===== config.mk =====
export PLATFORM = sky130hd
export DESIGN_NAME = watch_time_cnt
export DESIGN_NICKNAME = d
export VERILOG_FILES = /design/src/rtl/watch_time_cnt.sv
export SDC_FILE = /design/constraint.sdc
export NUM_CORES = 1
export LEC_CHECK = 0
export ABC_AREA = 1
export BUFFER_PORTS_ARGS = -buffer_cell sky130_fd_sc_hd__clkbuf_2
export CAP_MARGIN = 20
export CORE_ASPECT_RATIO = 1.4
export CORE_MARGIN = 4
export CORE_UTILIZATION = 27
export CTS_BUF_LIST = sky130_fd_sc_hd__clkbuf_8
export CTS_CLUSTER_SIZE = 12
export DETAILED_ROUTE_END_ITERATION = 8
export PLACE_DENSITY_LB_ADDON = 0.12
export RECOVER_POWER = 50
export SLEW_MARGIN = 30
export SYNTH_ARGS = -nofsm -noshare
export SYNTH_HDL_FRONTEND = slang
export SYNTH_SLANG_ARGS = --single-unit

===== constraint.sdc =====
create_clock -name clk -period 2.24 [get_ports clk]
set_input_delay 0.56 -clock clk [delete_from_list [all_inputs] [get_ports clk]]
set_output_delay 0.56 -clock clk [all_outputs]
set_load 0.1 [all_outputs]

===== src/rtl/watch_time_cnt.sv =====
// Stopwatch time base: prescales clk to 0.1 s ticks and keeps a cascaded BCD
// display time M:SS.T (0:00.0 .. 9:59.9, wrapping).
module watch_time_cnt #(
  parameter int unsigned PRESCALE = 10
) (
  input  logic       clk,
  input  logic       reset,
  input  logic       rst,
  input  logic       clken,
  output logic [3:0] tenths,
  output logic [3:0] sec_ones,
  output logic [3:0] sec_tens,
  output logic [3:0] min_ones,
  output logic       tick,
  output logic       rollover
);

  localparam logic [23:0] PS_LAST = 24'(PRESCALE - 1);

  logic [23:0] presc;
  logic        ps_done;
  logic        c_tenths;
  logic        c_sec_ones;
  logic        c_sec_tens;
  logic        c_min_ones;

  // Out-of-range digits count as "at last value" so they recover to 0.
  function automatic logic [3:0] bcd_inc(input logic [3:0] d, input logic [3:0] last);
    return (d >= last) ? 4'd0 : d + 4'd1;
  endfunction

  assign ps_done    = (presc >= PS_LAST);
  assign c_tenths   = (tenths >= 4'd9);
  assign c_sec_ones = c_tenths && (sec_ones >= 4'd9);
  assign c_sec_tens = c_sec_ones && (sec_tens >= 4'd5);
  assign c_min_ones = c_sec_tens && (min_ones >= 4'd9);

  always_ff @(posedge clk or posedge reset) begin
    if (reset) begin
      presc    <= '0;
      tenths   <= '0;
      sec_ones <= '0;
      sec_tens <= '0;
      min_ones <= '0;
      tick     <= 1'b0;
      rollover <= 1'b0;
    end else if (rst) begin
      presc    <= '0;
      tenths   <= '0;
      sec_ones <= '0;
      sec_tens <= '0;
      min_ones <= '0;
      tick     <= 1'b0;
      rollover <= 1'b0;
    end else if (clken) begin
      if (ps_done) begin
        presc    <= '0;
        tick     <= 1'b1;
        rollover <= c_min_ones;
        tenths   <= bcd_inc(tenths, 4'd9);
        if (c_tenths)   sec_ones <= bcd_inc(sec_ones, 4'd9);
        if (c_sec_ones) sec_tens <= bcd_inc(sec_tens, 4'd5);
        if (c_sec_tens) min_ones <= bcd_inc(min_ones, 4'd9);
      end else begin
        presc    <= presc + 24'd1;
        tick     <= 1'b0;
        rollover <= 1'b0;
      end
    end else begin
      // Pause keeps the partial prescale count so no time is lost.
      tick     <= 1'b0;
      rollover <= 1'b0;
    end
  end

endmodule


==> impl_metrics.py, run 1 <==
metrics = {
    "layout": {
        "num_antenna_cells": 0,
        "layout-drive-gt1-share": 0.163,
        "nets": 307,
        "layout.area.seq_um2": 1050,
        "final_util": 0.319,
        "areaGrowthSynthToFinish_pct": 13.2,
        "final_cell_count_no_fill": 389,
        "fillers": 870,
        "multi_input_area_um2": 945,
    },
    "setup_path": {
        "ff2ff_setup_slack_ns": 0.52,
        "crit_fanout": 25,
        "worst_r2r_path_depth": 9,
        "r2r_start": "presc[1]",
        "crit_required_ns": 2.41,
        "startpoint": "rst",
        "endpoint": "presc[1]",
        "crit_path_end_kind": "register",
        "crit_path_start_kind": "input pin",
        "crit_type": "in -> reg",
        "crit_arrival_ns": 2.05,
        "reg2reg_to": "tenths[0]",
    },
    "cts": {
        "post-cts-setup-buffer-count": 0,
        "cts_made_buffers": 5,
        "clock_sinks": 42,
        "clk_pin_slew_worst_paths_ns": 0.08,
        "cts-hold-fix-buffers": 0,
        "clockRootBuffer": "clkbuf_8",
        "post_cts_resize_count": 0,
        "cts_buffer_depth": 2,
        "cts_tree": "yes",
        "clk_latency_ns": 0.30,
        "h-tree-depth": 2,
    },
    "timing": {
        "worst_pin_slew_ns": 1.05,
        "post-route-period-util": 0.840,
        "rsz0062_at_grt": "false",
        "hold_violations": 0,
        "tns_ns": 0,
        "maxSlewViolCount": 0,
        "whs_ns": 0.489,
        "maxSlewHeadroom": 0.303,
        "layout_min_cycle_time_ns": 1.88,
        "skew_ns": 0.0117,
        "fmaxAchievable_ghz": 0.532,
        "setup_violations": 0,
    },
    "die": {
        "fp.dieW_um": 84.5,
        "start_util": 0.282,
        "rows": 38,
        "chipHeight_um": 115,
        "die_area_um2": 9720,
        "core_area_um2": 7850,
        "boundaryPins": 22,
    },
    "min_path": {
        "hold_class": "reg -> reg",
    },
    "drt": {
        "drtPass1Iterations": 4,
        "drc": 0,
        "first_iter_violations": 57,
        "vias_per_cell": 4.16,
        "ant_nets": 0,
        "totalWireLength_um": 4290,
        "num_vias": 1619,
        "avgRoutedWirePerCell_um": 11.0,
    },
    "power_and_ir_drop": {
        "p_per_area_nw_per_um2": 819,
        "vdd_drop_max_mv": 0.387,
        "p_leak_nw": 1.31,
    },
    "place": {
        "dp_cells": 381,
        "numPortBuffers": 21,
        "gp_congestion": 0.773,
        "dp_hpwl_um": 3080,
    },
    "status": {
        "status": "complete, no violations",
    },
    "synthesis": {
        "netlist_instances": 264,
        "yosysMostFrequentCell": "nand2_1",
        "ys_ff_latch": 42,
        "ys_seq_area_frac": 0.475,
        "synth_warnings": 0,
        "syn_area_um2": 2210,
        "synth_common_cells": "nand2_1, dfrtp_1, nor2_1",
        "syn_area_per_cell_um2": 8.37,
        "yosys.area.top_type": "dfrtp_1",
        "synth_edf_count": 0,
        "yosys-top-cells-area": "dfrtp_1, nand2_1, ha_1",
        "synth_cell_types": 27,
        "syn-num-nets": 283,
        "async_reset_ff_frac": 1.00,
        "ys_dominant_reg_cell": "dfrtp_1",
        "yosysTopAreaCellShare": 0.475,
    },
    "global_routing": {
        "grt_max_degree": 43,
        "first_global_vias": 1620,
        "grt_pass1_wl_um": 7630,
        "antenna_found_initial": 0,
        "gr-total-overflow": 0,
        "grtUsageTotal": 0.0970,
    },
    "run": {
        "drv_cap": 0,
    },
}
-- worst min-delay path by stage --
| stage | start | to | slack [ns] | depth (start not counted) |
|---|---|---|---|---|
| final | presc[14] | presc[14] | 0.49 | 2 |
| after floorplan | presc[5] | presc[5] | 0.46 | 2 |
| after CTS | reset | presc[4] | 0.39 | 3 |
| after global placement | presc[12] | presc[12] | 0.47 | 2 |
| after global routing | presc[6] | presc[6] | 0.52 | 2 |
| after detailed placement | presc[14] | presc[14] | 0.48 | 2 |
-- registers in the layout, summed over array words and instances, names as in the netlist --
register / count
tick: 1
min_ones: 4
sec_tens: 4
rollover: 1
tenths: 4
sec_ones: 4
presc: 24
-- where the power goes --
part           internal (mW)  switching (mW)  total, mW
clock network          0.225           0.284      0.509
logic                  0.141           0.499      0.641
registers              0.814          0.0858      0.900
total                   1.18           0.869       2.05
-- routing by layer --
layer / up-vias / global-route usage / routed length [µm]
li1: 859 / - / -
met1: 733 / 0.121 / 2040
met2: 22 / 0.164 / 2080
met3: 5 / 0.0229 / 112
met4: 0 / 0.0348 / 55
met5: - / 0 / 0
-- cell usage in the layout, fill, tap and decap left out, types with 2 or more instances in the layout --
master	n
nand2_2	2
clkbuf_8	5
nand4_1	17
nand3_2	3
xnor2_1	2
nor2_1	41
nor3_1	7
nand3_1	7
xor2_1	4
clkbuf_2	23
inv_1	40
inv_2	5
o21ai_1	4
nand2_1	59
dfrtp_1	42
ha_1	15
-- cells by family (layout without fill, tap and decap cells) --
logic type | Yosys count | in the layout | share of synthesized area
buffers and inverters | 52 | 77 | 0.0939
DFF | 42 | 42 | 0.475
AOI/OAI and AO/OA | 8 | 8 | 0.0255
and+or+nand+nor | 141 | 141 | 0.297
xor gates and xnor gates | 6 | 6 | 0.0238
adders and majority gates | 15 | 15 | 0.0849
-- cell type report --
cell class	count	share of cell area
inverter	46	0.0690
timing repair buffer	23	0.0460
sequential	42	0.420
clock inverter	3	0.0100
multi-input combinational	170	0.377
clock buffer	5	0.0275
tap	100	0.0500
-- critical path: stages --
cell and delay (ns):
clkbuf_2 0.22, nor2_1 0.09, inv_1 0.61, clkbuf_2 0.43
o22ai_1 0.13
-- through the flow --
step | setup slack (ns) | instance area, µm² | power, mW
6_report | 0.359 | 2500 | 2.05
5_1_grt | 0.210 | 2500 | 2.20
4_1_cts | 0.344 | 2510 | 2.10
3_5_place_dp | 0.447 | 2420 | 1.57
3_3_place_gp | 0.463 | 2420 | 1.57
2_1_floorplan | 0.0965 | 2210 | 1.45
Note: power is estimated with default switching activity, not from simulation.
==> inputs of run 2 (changes only) <==
==> constraint.sdc (replaced) <==
create_clock -name clk -period 1.5 [get_ports clk]
set_input_delay 0.375 -clock clk [delete_from_list [all_inputs] [get_ports clk]]
set_output_delay 0.375 -clock clk [all_outputs]
set_load 0.1 [all_outputs]
==> run 2 against run 1 <==
Against the previous run:
- the flow now finishes with violations (setup timing)
- global-route usage grew 0.99 points
- core utilization rose by 10 points
- power rose by 81%
- via count up 12%
- count of clock-buffer cells in the layout increased by 1
- register-to-register slack got worse by 0.54 ns
- largest power group is now combinational cells
- highest routed layer unchanged
==> impl_metrics.py, run 2 (synthesis results as in run 1) <==
metrics = {
    "run": {
        "drv_cap": 0,
    },
    "timing": {
        "skew_ns": 0.00737,
        "setup_violations": 3,
        "worst_pin_slew_ns": 1.05,
        "maxSlewHeadroom": 0.299,
        "maxSlewViolCount": 0,
        "hold_violations": 0,
        "fmaxAchievable_ghz": 0.658,
        "rsz0062_at_grt": "true",
        "post-route-period-util": 1.01,
        "layout_min_cycle_time_ns": 1.52,
        "setup_slack_ns": -0.0199,
    },
    "setup_path": {
        "crit_fanout": 5,
        "crit_path_end_kind": "register",
        "cp_common_cell": "nor2_4",
        "critPathMaxStageDelay_ns": 0.44,
        "cp_top_family": "simple AND/OR/NAND/NOR gates",
        "crit_chain": "ha_4, nor2_4, a21oi_2, nor2_4, nand3_4, nand2_2, o21ai_1",
        "crit_arrival_ns": 1.70,
        "slowest_stage": "dfrtp_1",
        "crit_type": "reg -> reg",
        "crit_buf_inv": 0,
        "crit_required_ns": 1.68,
        "crit_path_start_kind": "register",
    },
    "layout": {
        "layout_common_cells": "nand2_1, nor2_1, inv_1, dfrtp_1, buf_4",
        "fin_area_um2": 3300,
        "final_common_cell": "nand2_1",
        "nets": 338,
        "areaGrowthSynthToFinish_pct": 49.4,
        "layout-drive-gt1-share": 0.391,
        "largest_register_ffs": 24,
        "num_antenna_cells": 0,
        "top_register": "presc",
    },
    "cts": {
        "clockRootBuffer": "clkbuf_8",
        "cts-hold-fix-buffers": 0,
        "clock_sinks": 42,
        "cts_buffer_depth": 2,
        "h-tree-depth": 2,
        "cts_tree": "yes",
        "clk_pin_slew_worst_paths_ns": 0.08,
        "clk_latency_ns": 0.29,
        "cts_made_buffers": 5,
    },
    "place": {
        "placed_area_um2": 2920,
        "numPortBuffers": 21,
        "gp_congestion": 0.759,
        "dp_hpwl_um": 3420,
        "dp_slack_ns": -0.0559,
    },
    "global_routing": {
        "gr-total-overflow": 0,
        "grt_pass1_wl_um": 8420,
        "grt_max_degree": 43,
        "grtUsageTotal": 0.107,
        "antenna_found_initial": 0,
        "first_global_vias": 1826,
    },
    "die": {
        "core_area_um2": 7850,
        "start_util": 0.282,
        "rows": 38,
        "die_area_um2": 9720,
        "fp.dieW_um": 84.5,
        "chipHeight_um": 115,
        "boundaryPins": 22,
    },
    "drt": {
        "ant_nets": 0,
        "num_vias": 1810,
        "vias_per_cell": 4.31,
        "drc": 0,
        "avgRoutedWirePerCell_um": 11.7,
        "drtPass1Iterations": 4,
        "totalWireLength_um": 4910,
        "first_iter_violations": 52,
    },
    "status": {
        "violations": "setup timing",
        "status": "finished, violations left",
    },
    "power_and_ir_drop": {
        "p_leak_nw": 1.59,
        "vdd_drop_max_mv": 0.573,
        "p_per_area_nw_per_um2": 1130,
    },
    "min_path": {
        "hold_class": "in -> async",
    },
}
==> run 2: power by group <==
group	switching, mW	internal, mW
Sequential	0.136	1.25
Clock	0.376	0.365
Combinational	0.931	0.664
Total	1.44	2.27
==> run 2: metal layers <==
| metal | up-vias | track usage | wire, µm |
|---|---|---|---|
| li1 | 928 | - | - |
| met4 | 0 | 0.0380 | 65 |
| met2 | 20 | 0.190 | 2610 |
| met1 | 856 | 0.128 | 2110 |
| met5 | - | 0 | 0 |
| met3 | 6 | 0.0229 | 111 |
==> run 2: final timing paths <==
path | start | to | slack (ns) | depth (start not counted)
max | presc[0] | tenths[1] | -0.02 | 7
min | reset | sec_ones[0] | 0.40 | 3
min reg2reg | presc[20] | presc[20] | 0.49 | 2
min in group clk | clken | presc[0] | 0.40 | 4
max reg2reg | presc[0] | tenths[1] | -0.02 | 7
max in group asynchronous | reset | sec_ones[1] | 0.35 | 3
==> run 2: metrics by stage <==
stage	setup TNS, ns	util	power (mW)	hold slack (ns)	cells
after floorplan	-1.51	-	2.24	0.460	264
after global placement	-0.262	0.372	2.81	0.444	401
after detailed placement	-0.335	0.372	2.81	0.443	401
after CTS	-0.117	0.392	3.60	0.121	412
after global routing	-1.36	0.421	3.95	0.423	420
final	-0.0379	0.421	3.72	0.396	420
==> run 2: worst min-delay path: cells and delay by family <==
family	cells	cell delay, ns
buffers and inverters	3	0.90
==> run 2: cell type report <==
type,instances,area [µm²]
Clock inverter,2,8.76
Sequential cell,42,1090
Tap cell,100,125
Clock buffer,6,82.6
Multi-Input combinational cell,173,1170
Inverter,46,185
Timing Repair Buffer,51,641
Fill cell,797,4540
==> run 2: repair_timing <==
action	4_1_cts	5_1_grt
pin swaps	6	16
gates resized for setup	7	38
cloned	3	0
setup buffers	1	8
setup endpoints to repair	21	28
==> inputs of run 3 (changes only) <==
--- a/config.mk
+++ b/config.mk
@@ -5,17 +5,17 @@
 export SDC_FILE = /design/constraint.sdc
 export NUM_CORES = 1
 export LEC_CHECK = 0
-export ABC_AREA = 1
 export BUFFER_PORTS_ARGS = -buffer_cell sky130_fd_sc_hd__clkbuf_2
 export CAP_MARGIN = 20
 export CORE_ASPECT_RATIO = 1.4
 export CORE_MARGIN = 4
-export CORE_UTILIZATION = 27
+export CORE_UTILIZATION = 35
 export CTS_BUF_LIST = sky130_fd_sc_hd__clkbuf_8
 export CTS_CLUSTER_SIZE = 12
 export DETAILED_ROUTE_END_ITERATION = 8
 export PLACE_DENSITY_LB_ADDON = 0.12
 export RECOVER_POWER = 50
+export SETUP_SLACK_MARGIN = 0.5
 export SLEW_MARGIN = 30
 export SYNTH_ARGS = -nofsm -noshare
 export SYNTH_HDL_FRONTEND = slang
==> run 3 against run 2 <==
Against the previous run:
- the flow still finishes with violations (setup timing)
- sequential share of layout area decreased by 4.2 points
- combinational power decreased by 57%
- clock power increased by 0.7%
- fmax decreased by 22%
- clock skew increased by 0.0098 ns
- worst hold slack got worse by 0.26 ns
- cell area increased by 18%
- wire length increased by 18%
- synthesized cell count decreased by 14%
- critical endpoint is now sec_tens[2]
- largest cell class unchanged
==> impl_metrics.py, run 3 <==
metrics = {
    "status": {
        "status": "finished, violations left",
        "violations": "setup timing",
    },
    "cts": {
        "clockRootBuffer": "clkbuf_8",
        "cts_made_buffers": 5,
        "cts_tree": "yes",
        "cts_buffer_depth": 2,
        "clock_sinks": 42,
        "cts-hold-fix-buffers": 0,
        "clk_pin_slew_worst_paths_ns": 0.09,
        "clk_latency_ns": 0.30,
        "h-tree-depth": 2,
    },
    "synthesis": {
        "ys_ff_latch": 42,
        "synth_edf_count": 0,
        "ys_dominant_reg_cell": "dfrtp_1",
        "netlist_instances": 226,
        "syn_area_um2": 2270,
        "yosysTopAreaCellShare": 0.463,
        "synth_common_cells": "dfrtp_1, nor2_1, inv_1",
        "async_reset_ff_frac": 1.00,
        "ys_seq_area_frac": 0.463,
        "yosys.area.top_type": "dfrtp_1",
        "synth_warnings": 0,
        "synth_cell_types": 45,
        "syn_area_per_cell_um2": 10.0,
        "syn-num-nets": 245,
        "yosys-top-cells-area": "dfrtp_1, ha_1, nor2_1",
        "yosysMostFrequentCell": "dfrtp_1",
    },
    "die": {
        "die_area_um2": 7860,
        "fp.dieW_um": 76.1,
        "chipHeight_um": 103,
        "rows": 34,
        "start_util": 0.363,
        "boundaryPins": 22,
        "core_area_um2": 6250,
    },
    "power_and_ir_drop": {
        "p_leak_nw": 1.69,
        "pwr-share-comb": 0.261,
        "netSwitchingFraction": 0.300,
        "power_mw": 2.63,
        "p_per_area_nw_per_um2": 676,
        "intPower_mw": 1.84,
        "p_clk_frac": 0.283,
        "pwr-share-seq": 0.456,
        "vdd_drop_max_mv": 0.516,
        "p_sw_uw": 789,
    },
    "drt": {
        "vias_per_cell": 4.99,
        "drtPass1Iterations": 4,
        "ant_nets": 0,
        "num_vias": 2049,
        "first_iter_violations": 51,
        "totalWireLength_um": 5780,
        "avgRoutedWirePerCell_um": 14.1,
        "drc": 0,
    },
    "global_routing": {
        "grtUsageTotal": 0.146,
        "grt_pass1_wl_um": 9380,
        "grt_max_degree": 27,
        "antenna_found_initial": 0,
        "first_global_vias": 2102,
        "gr-total-overflow": 0,
    },
    "timing": {
        "setup_slack_ns": -0.439,
        "fmaxAchievable_ghz": 0.516,
        "post-route-period-util": 1.29,
        "maxSlewViolCount": 0,
        "worst_pin_slew_ns": 0.773,
        "rsz0062_at_grt": "true",
        "maxSlewHeadroom": 0.482,
        "skew_ns": 0.0172,
        "hold_violations": 0,
        "setup_violations": 39,
        "tns_ns": -12.79,
        "layout_min_cycle_time_ns": 1.94,
    },
    "layout": {
        "layout_common_cells": "buf_4, dfrtp_1, buf_6, buf_12, dfrtp_4",
        "num_antenna_cells": 0,
        "final_common_cell": "buf_4",
        "nets": 357,
        "largest_register_ffs": 24,
        "areaGrowthSynthToFinish_pct": 71.6,
        "layout-drive-gt1-share": 0.581,
        "final_cell_count_no_fill": 411,
        "top_register": "presc",
    },
    "min_path": {
        "hold_class": "in -> async",
    },
    "run": {
        "drv_cap": 0,
    },
    "place": {
        "dp_hpwl_um": 4060,
        "dp_cells": 384,
        "gp_congestion": 0.799,
        "numPortBuffers": 21,
    },
    "setup_path": {
        "crit_type": "reg -> reg",
        "crit_path_start_kind": "register",
        "crit_fanout": 7,
        "crit_path_end_kind": "register",
        "crit_arrival_ns": 2.17,
        "crit_required_ns": 1.73,
    },
}
## run 3: power groups by stage
stage | sequential [mW] | clock (mW) | combinational (mW)
floorplan | 1.40 | 0 | 0.146
global placement | 1.22 | 0 | 0.583
detailed placement | 1.22 | 0 | 0.591
CTS | 1.20 | 0.778 | 0.649
global route | 1.21 | 0.830 | 0.729
finish | 1.20 | 0.746 | 0.686
## run 3: cell families after synthesis
group	share of synthesized area
buf+inv	0.0628
mux	0.00937
xor+xnor	0.0347
simple gates	0.210
flops	0.463
compound gates	0.137
fa+ha+maj	0.0827
## run 3: routing by layer
layer | vias to the layer above | global-route usage | routed length (µm)
met5 | - | 0 | 0
met3 | 9 | 0.0251 | 123
li1 | 1017 | - | -
met1 | 1001 | 0.158 | 2290
met4 | 0 | 0.0538 | 101
met2 | 22 | 0.286 | 3270
## run 3: worst paths after layout
check / end / start / cells after the start / slack [ns]
min in group clk: presc[22] / presc[22] / 1 / 0.49
setup reg to reg: sec_tens[2] / presc[1] / 7 / -0.44
setup / recovery: sec_tens[2] / presc[1] / 7 / -0.44
hold reg to reg: presc[22] / presc[22] / 1 / 0.49
max in group asynchronous: tenths[1] / reset / 3 / 0.23
hold / removal: min_ones[3] / reset / 2 / 0.14
## run 3: area by class of cell
type | count | area [µm²]
Clock inverter | 2 | 7.51
Clock buffer | 6 | 82.6
Fill cell | 504 | 2360
Timing Repair Buffer | 112 | 1180
Multi-Input combinational cell | 157 | 1330
Sequential cell | 42 | 1120
Tap cell | 72 | 90.1
Inverter | 20 | 86.3
## run 3: what timing repair did
item / 4_1_cts / 5_1_grt
cloned: 0 / 3
pin swaps: 10 / 10
gates resized for setup: 35 / 26
endpoints found under the setup margin: 56 / 56
hold endpoints to repair: 0 / 0
buffers inserted: 9 / 7
## run 3: worst max-delay path, cell delays in order (launching register included)
cell     delay [ns]
dfrtp_1        0.37
inv_2          0.05
ha_2           0.16
nor3b_4        0.15
o211a_4        0.24
a211o_4        0.36
or4_1          0.42
a21oi_2        0.14
## run 3: per-stage QoR
step	util	setup slack (ns)	cell area (µm²)	hold WS, ns
after global placement	0.543	-0.439	3390	0.389
after floorplan	-	-0.487	2450	0.367
after CTS	0.593	-0.458	3710	0.0681
final	0.623	-0.439	3890	0.138
after detailed placement	0.543	-0.519	3390	0.395
after global routing	0.623	-0.526	3890	0.209
